File: src/rtl/ba20x_lsu.sv
`default_nettype none
// ============================================================================
// Module   : ba20x_lsu
// Purpose  : Load/store unit with valid/ready request handshake, registered
//            bus beats (grant/response) and per-byte-lane alignment.
//            Optional feature macro: LSU_MISALIGN_SPLIT_EN (two-beat split of
//            word-boundary-crossing accesses).
// Revision : 1.0 - initial release
// ============================================================================
module ba20x_lsu #(
  parameter int XLEN   = 32,
  parameter int ADDR_W = 32
) (
  input  logic              clk,
  input  logic              rst,
  input  logic              lsu_i_valid,
  output logic              lsu_o_ready,
  input  logic [ADDR_W-1:0] lsu_i_addr,
  input  logic [XLEN-1:0]   lsu_i_data,
  input  logic              lsu_i_is_store,
  input  logic [4:0]        lsu_i_fmt_sel,
  output logic              lsu_o_valid,
  output logic [XLEN-1:0]   lsu_o_data,
  output logic              lsu_o_err,
  output logic              lsu_o_dreq,
  input  logic              lsu_i_dgnt,
  output logic [ADDR_W-1:0] lsu_o_daddr,
  output logic              lsu_o_dwe,
  output logic [XLEN/8-1:0] lsu_o_dmask,
  output logic [XLEN-1:0]   lsu_o_dwdata,
  input  logic              lsu_i_drvalid,
  input  logic [XLEN-1:0]   lsu_i_drdata
);
  localparam int NB = XLEN / 8;
  localparam int LB = $clog2(NB);

  typedef enum logic [2:0] {
    S_IDLE = 3'd0,
    S_REQ0 = 3'd1,
    S_RSP0 = 3'd2,
`ifdef LSU_MISALIGN_SPLIT_EN
    S_REQ1 = 3'd3,
    S_RSP1 = 3'd4,
`endif
    S_DONE = 3'd5
  } state_t;

  state_t            r_state, w_next;
  logic [ADDR_W-1:0] r_addr;
  logic [XLEN-1:0]   r_data, r_odata;
  logic              r_store, r_oerr;
  logic [4:0]        r_fmt;

  logic [3:0]        w_size;
  logic [LB-1:0]     w_off;
  logic [LB+2:0]     w_sh;
  logic [NB-1:0]     w_bmask, w_mask;
  logic [XLEN-1:0]   w_vmask, w_raw, w_load, w_wdata;
  logic [ADDR_W-1:0] w_base, w_addr;
  logic              w_legal, w_err, w_msb, w_rsp_done, w_dreq;

  assign w_off   = r_addr[LB-1:0];
  assign w_sh    = {w_off, 3'b000};
  assign w_base  = {r_addr[ADDR_W-1:LB], {LB{1'b0}}};
  assign w_legal = $onehot(r_fmt[3:0]) && !((XLEN == 32) && r_fmt[3]);

  always_comb begin
    w_size = 4'd0;
    w_msb  = w_raw[XLEN-1];
    if (r_fmt[0]) begin
      w_size = 4'd1;
      w_msb  = w_raw[7];
    end else if (r_fmt[1]) begin
      w_size = 4'd2;
      w_msb  = w_raw[15];
    end else if (r_fmt[2]) begin
      w_size = 4'd4;
      w_msb  = w_raw[31];
    end else if (r_fmt[3]) begin
      w_size = 4'd8;
    end
  end

  always_comb begin
    w_bmask = '0;
    w_vmask = '0;
    for (int i = 0; i < NB; i++) begin
      w_bmask[i]        = (i < int'(w_size));
      w_vmask[8*i +: 8] = {8{w_bmask[i]}};
    end
  end

  // Extracted lanes are right-aligned in w_raw; extend above the access size.
  assign w_load = (w_raw & w_vmask) | ((!r_fmt[4] && w_msb) ? ~w_vmask : '0);

`ifdef LSU_MISALIGN_SPLIT_EN
  logic [XLEN-1:0]   r_rd0;
  logic [2*NB-1:0]   w_mask_wide;
  logic [2*XLEN-1:0] w_wr_wide, w_rd_wide;
  logic              w_split, w_beat1;

  assign w_err       = !w_legal;
  assign w_split     = (int'(w_off) + int'(w_size)) > NB;
  assign w_beat1     = (r_state == S_REQ1) || (r_state == S_RSP1);
  // Two-word view: low half is beat0, high half is beat1.
  assign w_mask_wide = {{NB{1'b0}}, w_bmask} << w_off;
  assign w_wr_wide   = {{XLEN{1'b0}}, r_data & w_vmask} << w_sh;
  assign w_mask      = w_beat1 ? w_mask_wide[2*NB-1:NB] : w_mask_wide[NB-1:0];
  assign w_wdata     = w_beat1 ? w_wr_wide[2*XLEN-1:XLEN] : w_wr_wide[XLEN-1:0];
  assign w_addr      = w_base + (w_beat1 ? ADDR_W'(NB) : '0);
  assign w_rd_wide   = (r_state == S_RSP1) ? {lsu_i_drdata, r_rd0}
                                           : {{XLEN{1'b0}}, lsu_i_drdata};
  assign w_raw       = XLEN'(w_rd_wide >> w_sh);
  assign w_rsp_done  = lsu_i_drvalid &&
                       (((r_state == S_RSP0) && !w_split) || (r_state == S_RSP1));
  assign w_dreq      = ((r_state == S_REQ0) && !w_err) || (r_state == S_REQ1);

  always_ff @(posedge clk or posedge rst) begin
    if (rst) begin
      r_rd0 <= '0;
    end else if ((r_state == S_RSP0) && lsu_i_drvalid) begin
      r_rd0 <= lsu_i_drdata;
    end
  end
`else
  logic [LB-1:0] w_amask;
  logic          w_misal;

  always_comb begin
    w_amask = '0;
    for (int j = 0; j < LB; j++) begin
      w_amask[j] = int'(w_size) > (1 << j);
    end
  end

  assign w_misal    = |(w_off & w_amask);
  assign w_err      = !w_legal || w_misal;
  assign w_mask     = w_bmask << w_off;
  assign w_wdata    = (r_data & w_vmask) << w_sh;
  assign w_addr     = w_base;
  assign w_raw      = lsu_i_drdata >> w_sh;
  assign w_rsp_done = lsu_i_drvalid && (r_state == S_RSP0);
  assign w_dreq     = (r_state == S_REQ0) && !w_err;
`endif

  always_comb begin
    w_next = r_state;
    case (r_state)
      S_IDLE: if (lsu_i_valid) w_next = S_REQ0;
      // Decode faults are resolved here so no beat is ever requested.
      S_REQ0: begin
        if (w_err)           w_next = S_DONE;
        else if (lsu_i_dgnt) w_next = S_RSP0;
      end
      S_RSP0: begin
        if (lsu_i_drvalid) begin
`ifdef LSU_MISALIGN_SPLIT_EN
          w_next = w_split ? S_REQ1 : S_DONE;
`else
          w_next = S_DONE;
`endif
        end
      end
`ifdef LSU_MISALIGN_SPLIT_EN
      S_REQ1: if (lsu_i_dgnt)    w_next = S_RSP1;
      S_RSP1: if (lsu_i_drvalid) w_next = S_DONE;
`endif
      S_DONE:  w_next = S_IDLE;
      default: w_next = S_IDLE;
    endcase
  end

  always_ff @(posedge clk or posedge rst) begin
    if (rst) r_state <= S_IDLE;
    else     r_state <= w_next;
  end

  always_ff @(posedge clk or posedge rst) begin
    if (rst) begin
      r_addr  <= '0;
      r_data  <= '0;
      r_store <= 1'b0;
      r_fmt   <= '0;
      r_odata <= '0;
      r_oerr  <= 1'b0;
    end else begin
      if ((r_state == S_IDLE) && lsu_i_valid) begin
        r_addr  <= lsu_i_addr;
        r_data  <= lsu_i_data;
        r_store <= lsu_i_is_store;
        r_fmt   <= lsu_i_fmt_sel;
      end
      if ((r_state == S_REQ0) && w_err) begin
        r_odata <= '0;
        r_oerr  <= 1'b1;
      end else if (w_rsp_done) begin
        r_odata <= r_store ? '0 : w_load;
        r_oerr  <= 1'b0;
      end
    end
  end

  assign lsu_o_ready  = (r_state == S_IDLE);
  assign lsu_o_valid  = (r_state == S_DONE);
  assign lsu_o_data   = r_odata;
  assign lsu_o_err    = r_oerr;
  assign lsu_o_dreq   = w_dreq;
  assign lsu_o_daddr  = w_dreq ? w_addr : '0;
  assign lsu_o_dwe    = w_dreq && r_store;
  assign lsu_o_dmask  = w_dreq ? w_mask : '0;
  assign lsu_o_dwdata = w_dreq ? w_wdata : '0;

endmodule
`default_nettype wire

File: config.mk
export PLATFORM = sky130hd
export DESIGN_NAME = ba20x_lsu
export DESIGN_NICKNAME = d
export VERILOG_FILES = /design/src/rtl/ba20x_lsu.sv
export SDC_FILE = /design/constraint.sdc
export NUM_CORES = 1
export LEC_CHECK = 0
export CAP_MARGIN = 20
export CORE_UTILIZATION = 35
export DETAILED_ROUTE_END_ITERATION = 8
export PLACE_DENSITY = 0.65
export SKIP_LAST_GASP = 1
export SLEW_MARGIN = 20
export SYNTH_ARGS = -nofsm -noshare
export SYNTH_HDL_FRONTEND = slang
export SYNTH_SLANG_ARGS = --single-unit
File: constraint.sdc
create_clock -name clk -period 11.6 [get_ports clk]
set_clock_uncertainty 0.2 [all_clocks]
set_input_delay 2.9 -clock clk [delete_from_list [all_inputs] [get_ports clk]]
set_output_delay 2.9 -clock clk [all_outputs]
set_load 0.01 [all_outputs]
Word-level counts from Yosys, hierarchy flattened
Cells that the tools add are included.
W data, S select, Z words.
Cells by class
  add/sub/neg operators: 3
  multiply operators: 0
  div/mod/pow operators: 0
  $lt $le $gt $ge: 6
  equal/unequal tests: 7
  shift-type cells: 3
  muxes and demuxes: 20
  bitwise logic cells: 5
  reductions and logical operators: 16
Operators with widths (count)
  $mux W32: 6
  $and A32 B32 Y32: 2
  $not A32 Y32: 1
  $or A32 B32 Y32: 1
  $shl A32 B5 Y32: 1
  $shr A32 B5 Y32: 1
  $mux W4: 5
  $mux W3: 4
  $pmux W3 S3: 1
  $lt A1 B4 Y1 const A: 2
  $lt A2 B4 Y1 const A: 2
  $logic_and A1 B1 Y1: 7
  $eq A3 B1 Y1 const B: 2
  $add A1 B1 Y2: 2
  $gt A4 B1 Y1 const B: 1
  $gt A4 B2 Y1 const B: 1
  $logic_not A1 Y1: 4
  $mux W1: 4
  $ne A2 B2 Y1 const B: 2
  $shl A4 B2 Y4: 1
  $add A2 B2 Y3: 1
  $eq A3 B2 Y1 const B: 1
  $eq A3 B3 Y1 const B: 1
  $logic_not A3 Y1: 1
  other kinds (6): 6
Word-level totals
  flip-flop bits (word level): 106
  bits in latches: 0
  memory bits (writable): 0
  memory bits (read-only): 0
  input bits: 107
  output and inout port bits: 105
  word-level logic and storage cells: 67
  memories kept: 0

Depth between registers and ports, before layout
  depth in word-level cells: 11
  gate-level depth with buffers: 12

Worst setup path before layout
Ideal clock, no wire load.
  kind: register -> output
  start: register r_fmt[0]
  end: output port lsu_o_dwdata[23]
  arrival time: 2.695 ns
  required time: 8.500 ns
  slack: 5.805 ns
  stages on the path, launching flop included: 13
  buffers on the path: 3
  path through: dfrtp_1 > clkbuf_2 > inv_2 > fa_1 > inv_1 > ha_1 > ha_1 > nor4b_4 > nand2b_1 > nand3b_1 > buf_6 > buf_6 > a211oi_2
On the way
  cells in the longest elaborated chain, start to end: 9
  elaborated cells between the ends (all ways): 20
  classes of those cells: add/sub (2); order compare (6); eq/ne (1); shift (1); mux (2); bitwise (2); reduce/logical (6)
Ends and longest elaborated chain
  start, declared: line 52  | logic [4:0] r_fmt;
  start signal, assigned: line 191  | r_fmt <= lsu_i_fmt_sel;
  branches (longest 8 deep; another with $lt A1 B4 Y1)
  $mux W32 (*): line 211  | assign lsu_o_dwdata = w_dreq ? w_wdata : '0;
  end, declared: line 30  | output logic [XLEN-1:0] lsu_o_dwdata,
Mark *: on every way between the ends.

Worst setup path after layout
  start: register r_fmt[0]
  end: output port lsu_o_daddr[6]
On the way
  cells in the longest elaborated chain, start to end: 9
  elaborated cells between the ends (all ways): 14
  classes of those cells: add/sub (2); order compare (2); eq/ne (1); mux (2); bitwise (1); reduce/logical (6)
Ends and longest elaborated chain
  $add A1 B1 Y2 (implied by the code): line 65  | assign w_legal = $onehot(r_fmt[3:0]) && !((XLEN == 32) && r_fmt[3]);
  $add A2 B2 Y3 (implied by the code): line 65
  $eq A3 B1 Y1: line 65
  $logic_and A1 B1 Y1: line 65
  $logic_not A1 Y1: line 137  | assign w_err = !w_legal || w_misal;
  $logic_or A1 B1 Y1 (*): line 137
  $logic_not A1 Y1 (*): line 143  | assign w_dreq = (r_state == S_REQ0) && !w_err;
  $logic_and A1 B1 Y1 (*): line 143
  $mux W32 (*): line 208  | assign lsu_o_daddr = w_dreq ? w_addr : '0;
  end, declared: line 27  | output logic [ADDR_W-1:0] lsu_o_daddr,
Every way passes the cells marked *; elsewhere a longest branch is shown, timed or not.

==> results.py <==
metrics = {
    "status": {
        "status": "finished clean",
    },
    "final_layout": {
        "fillCellCount": 1405,
        "area_delta_synth_final_pct": 42.0,
        "drive_above_1_share_pct": 16.9,
        "fin_cells": 932,
        "diodes": 0,
        "nNetsFinal": 823,
    },
    "detailed_routing": {
        "vias_per_cell": 5.33,
        "first_pass_iters": 5,
        "drcViolationCount": 0,
        "drt-total-wl_mm": 17.8,
        "wl_per_cell_um": 19.1,
        "ant_nets": 0,
        "drt_iter0_markers": 337,
        "vias": 4967,
    },
    "worst_hold_path": {
        "hold_end": "lsu_o_err",
        "min_path_type": "reg2reg",
        "hold_start": "lsu_o_err",
        "hold_path_depth": 1,
    },
    "synth": {
        "synth_top_cell_area_share_pct": 45.5,
        "ys_dominant_reg_cell": "dfrtp_1",
        "async_flop_share_pct": 100,
        "synth_cell_type_count": 62,
        "synth-seq-cells": 106,
        "synth_compound_gate_area_share_pct": 17.8,
        "yosysWarnings": 0,
        "syn-cell-area_um2": 5830,
        "yosysSeqAreaShare_pct": 45.5,
        "netlist_top_cells_area": "dfrtp_1 (46%), mux2_2 (13%), and2_1 (4.7%)",
        "yosys.area.top_type": "dfrtp_1",
        "synth-xor-area-share_pct": 0,
        "synth-simple-area-share_pct": 14.5,
        "syn_inst": 527,
        "synth-edff-count": 0,
        "muxShareOfSynthArea_pct": 15.5,
        "avgSynthCellArea_um2": 11.1,
        "synthAdderAreaFrac_pct": 1.20,
        "synth_top_family_by_area": "compound AO/OA/AOI/OAI gates",
    },
    "clock_network": {
        "cts_buffers": 9,
        "postCtsSetupBuffers": 0,
        "cts_tree": "built",
        "cts_sinks": 106,
        "clockRootBuffer": "clkbuf_16",
        "cts.clk_slew.worst_paths_ns": 0.08,
        "postCtsHoldBufs": 0,
        "cts-resized-gates": 0,
        "clkLatencyLatePin_ns": 0.36,
        "clk_path_buf_depth": 2,
        "htree_levels": 3,
    },
    "placement": {
        "dp_cells": 916,
        "hpwl_mm": 12.8,
        "port_buffers": 209,
        "gp_congestion": 0.809,
    },
    "timing": {
        "fmax_mhz": 124,
        "hold_viol": 0,
        "setup_violations": 0,
        "slew_violations": 0,
        "max_slew.worst_pin.slew_ns": 0.975,
        "fin_crit_sh_pct": 69.7,
        "whs_ns": 0.285,
        "final.setup.tns_ns": 0,
        "fin_crit_ns": 8.09,
        "maxSlewHeadroom_pct": 34.8,
        "rsz0062_at_grt": "no",
    },
    "grt": {
        "grt.total_usage_pct": 21.1,
        "grt_max_degree": 76,
        "grt_pass1_wl_mm": 27.2,
        "grt_overflow": 0,
        "grt_pass1_vias": 4886,
        "antenna_found_initial": 0,
    },
    "critical_path": {
        "crit_fanout": 32,
        "r2r-end": "r_state[1]",
        "start_kind": "flip-flop",
        "critPathCaptureType": "output pin",
        "reg2reg_from": "r_fmt[0]",
        "r2r_slack_ns": 8.05,
        "reg2regPathDepth": 9,
        "cp.required_ns": 8.50,
        "cp.arrival_ns": 4.99,
        "criticalPathCategory": "reg2out",
    },
    "floorplanning": {
        "die_h_um": 131,
        "dieArea_um2": 17200,
        "die_w_um": 131,
        "fp.coreArea_um2": 16100,
        "row_count": 46,
        "io_pins": 212,
        "initial_core_util_pct": 36.3,
    },
    "pwr": {
        "power_density_nw_per_um2": 232,
        "max-vdd-ir-drop_mv": 0.119,
        "power_leakage_nw": 3.49,
    },
    "run": {
        "cap_violations": 0,
    },
}
[where the power goes]
group / internal (mW) / total (mW) / switching, mW
combinational: 0.460 / 0.980 / 0.520
clock: 0.154 / 0.316 / 0.162
sequential: 0.515 / 0.627 / 0.112
total: 1.13 / 1.92 / 0.794
[routing by layer]
| layer | global-route usage [%] | part of all wire [%] | up-vias |
|---|---|---|---|
| met5 | 0 | 0 | - |
| met4 | 7.17 | 1.6 | 0 |
| met3 | 4.52 | 9.0 | 18 |
| met2 | 34.1 | 47 | 231 |
| met1 | 28.0 | 43 | 2431 |
| li1 | - | - | 2287 |
[cell usage in the layout, fill, tap and decap left out, drive strengths merged, types with 2 or more instances in the layout]
cell,count
buf,5
o21ai,9
mux2,66
nor4,2
o2bb2ai,6
ha,4
a21oi,16
a21o,4
nand3,2
conb,2
and2,44
mux2i,16
a22o,8
nor2b,8
nor2,48
a221o,8
clkbuf,9
a221oi,8
inv,14
a211oi,17
a32oi,8
clkinv,5
dfrtp,106
nand2b,2
clkdlybuf4s50,209
nand2,34
or3b,2
nor3,2
a2111oi,9
a211o,24
[cell families (layout without fill, tap and decap cells)]
| group | count (synthesis) | count (layout) |
|---|---|---|
| buffers and inverters | 54 | 242 |
| AO/OA/AOI/OAI | 124 | 124 |
| other | 1 | 2 |
| multiplexers | 82 | 82 |
| AND/OR/NAND/NOR | 155 | 155 |
| flip-flops | 106 | 106 |
| adder cells (fa/ha/maj) | 5 | 5 |
[stage by stage]
step	total power, mW	worst slack [ns]	instance area (um2)	util [%]
after global routing	2.05	3.20	8280	51.5
final	1.92	3.51	8280	51.5
after floorplan	1.30	5.71	5830	-
after CTS	1.93	3.54	8280	51.5
after detailed placement	1.61	3.95	7970	49.6
after global placement	1.58	4.21	7970	49.6
[state kept, by name (all words and copies together) (netlist names)]
name	cells
r_fmt	5
r_store	1
lsu_o_data	32
r_addr	32
r_data	32
lsu_o_err	1
r_state	3
[cells in the mapped netlist, types with 4 or more instances]
cell	number
and2_1	44
a221o_2	8
a21o_1	4
buf_4	6
ha_1	4
a211o_1	17
a32oi_1	8
buf_2	17
dfrtp_1	106
nand2_1	33
o21ai_0	7
a221oi_1	8
a2111oi_0	8
a22o_1	8
nor2b_1	8
mux2_2	66
a21oi_1	14
nor2_1	48
a211o_2	7
buf_6	9
mux2i_1	16
o2bb2ai_1	6
inv_1	10
a211oi_1	16
clkbuf_1	8
[final cells by class]
type | instances | area [um2] | area share (%)
clock inverters | 7 | 83.8 | 1.01
inverters | 12 | 47.5 | 0.574
repair buffers | 214 | 2130 | 25.7
clock buffers | 9 | 225 | 2.72
flip-flops and latches | 106 | 2660 | 32.1
well taps | 216 | 270 | 3.27
multi-input cells | 368 | 2870 | 34.6
[critical path: stages (launching register included)]
cell	delay, ns
dfrtp_1	0.49
inv_2	0.15
fa_1	0.55
inv_1	0.05
ha_1	0.18
ha_1	0.30
nor4b_4	0.29
nand2b_1	0.18
nand3b_1	0.77
inv_1	0.87
and2_1	0.24
clkdlybuf4s50_1	0.55
[worst max path at each step]
stage | start | to | slack [ns] | cells past startpoint
after floorplan | rst | lsu_o_data[0] | 5.71 | 1
after global placement | r_fmt[0] | lsu_o_daddr[8] | 4.21 | 11
after detailed placement | r_fmt[0] | lsu_o_daddr[30] | 3.95 | 11
after CTS | r_fmt[0] | lsu_o_daddr[30] | 3.54 | 11
after global routing | r_fmt[0] | lsu_o_daddr[6] | 3.20 | 11
final | r_fmt[0] | lsu_o_daddr[6] | 3.51 | 11
No activity file was read; power rests on OpenSTA's default activity.
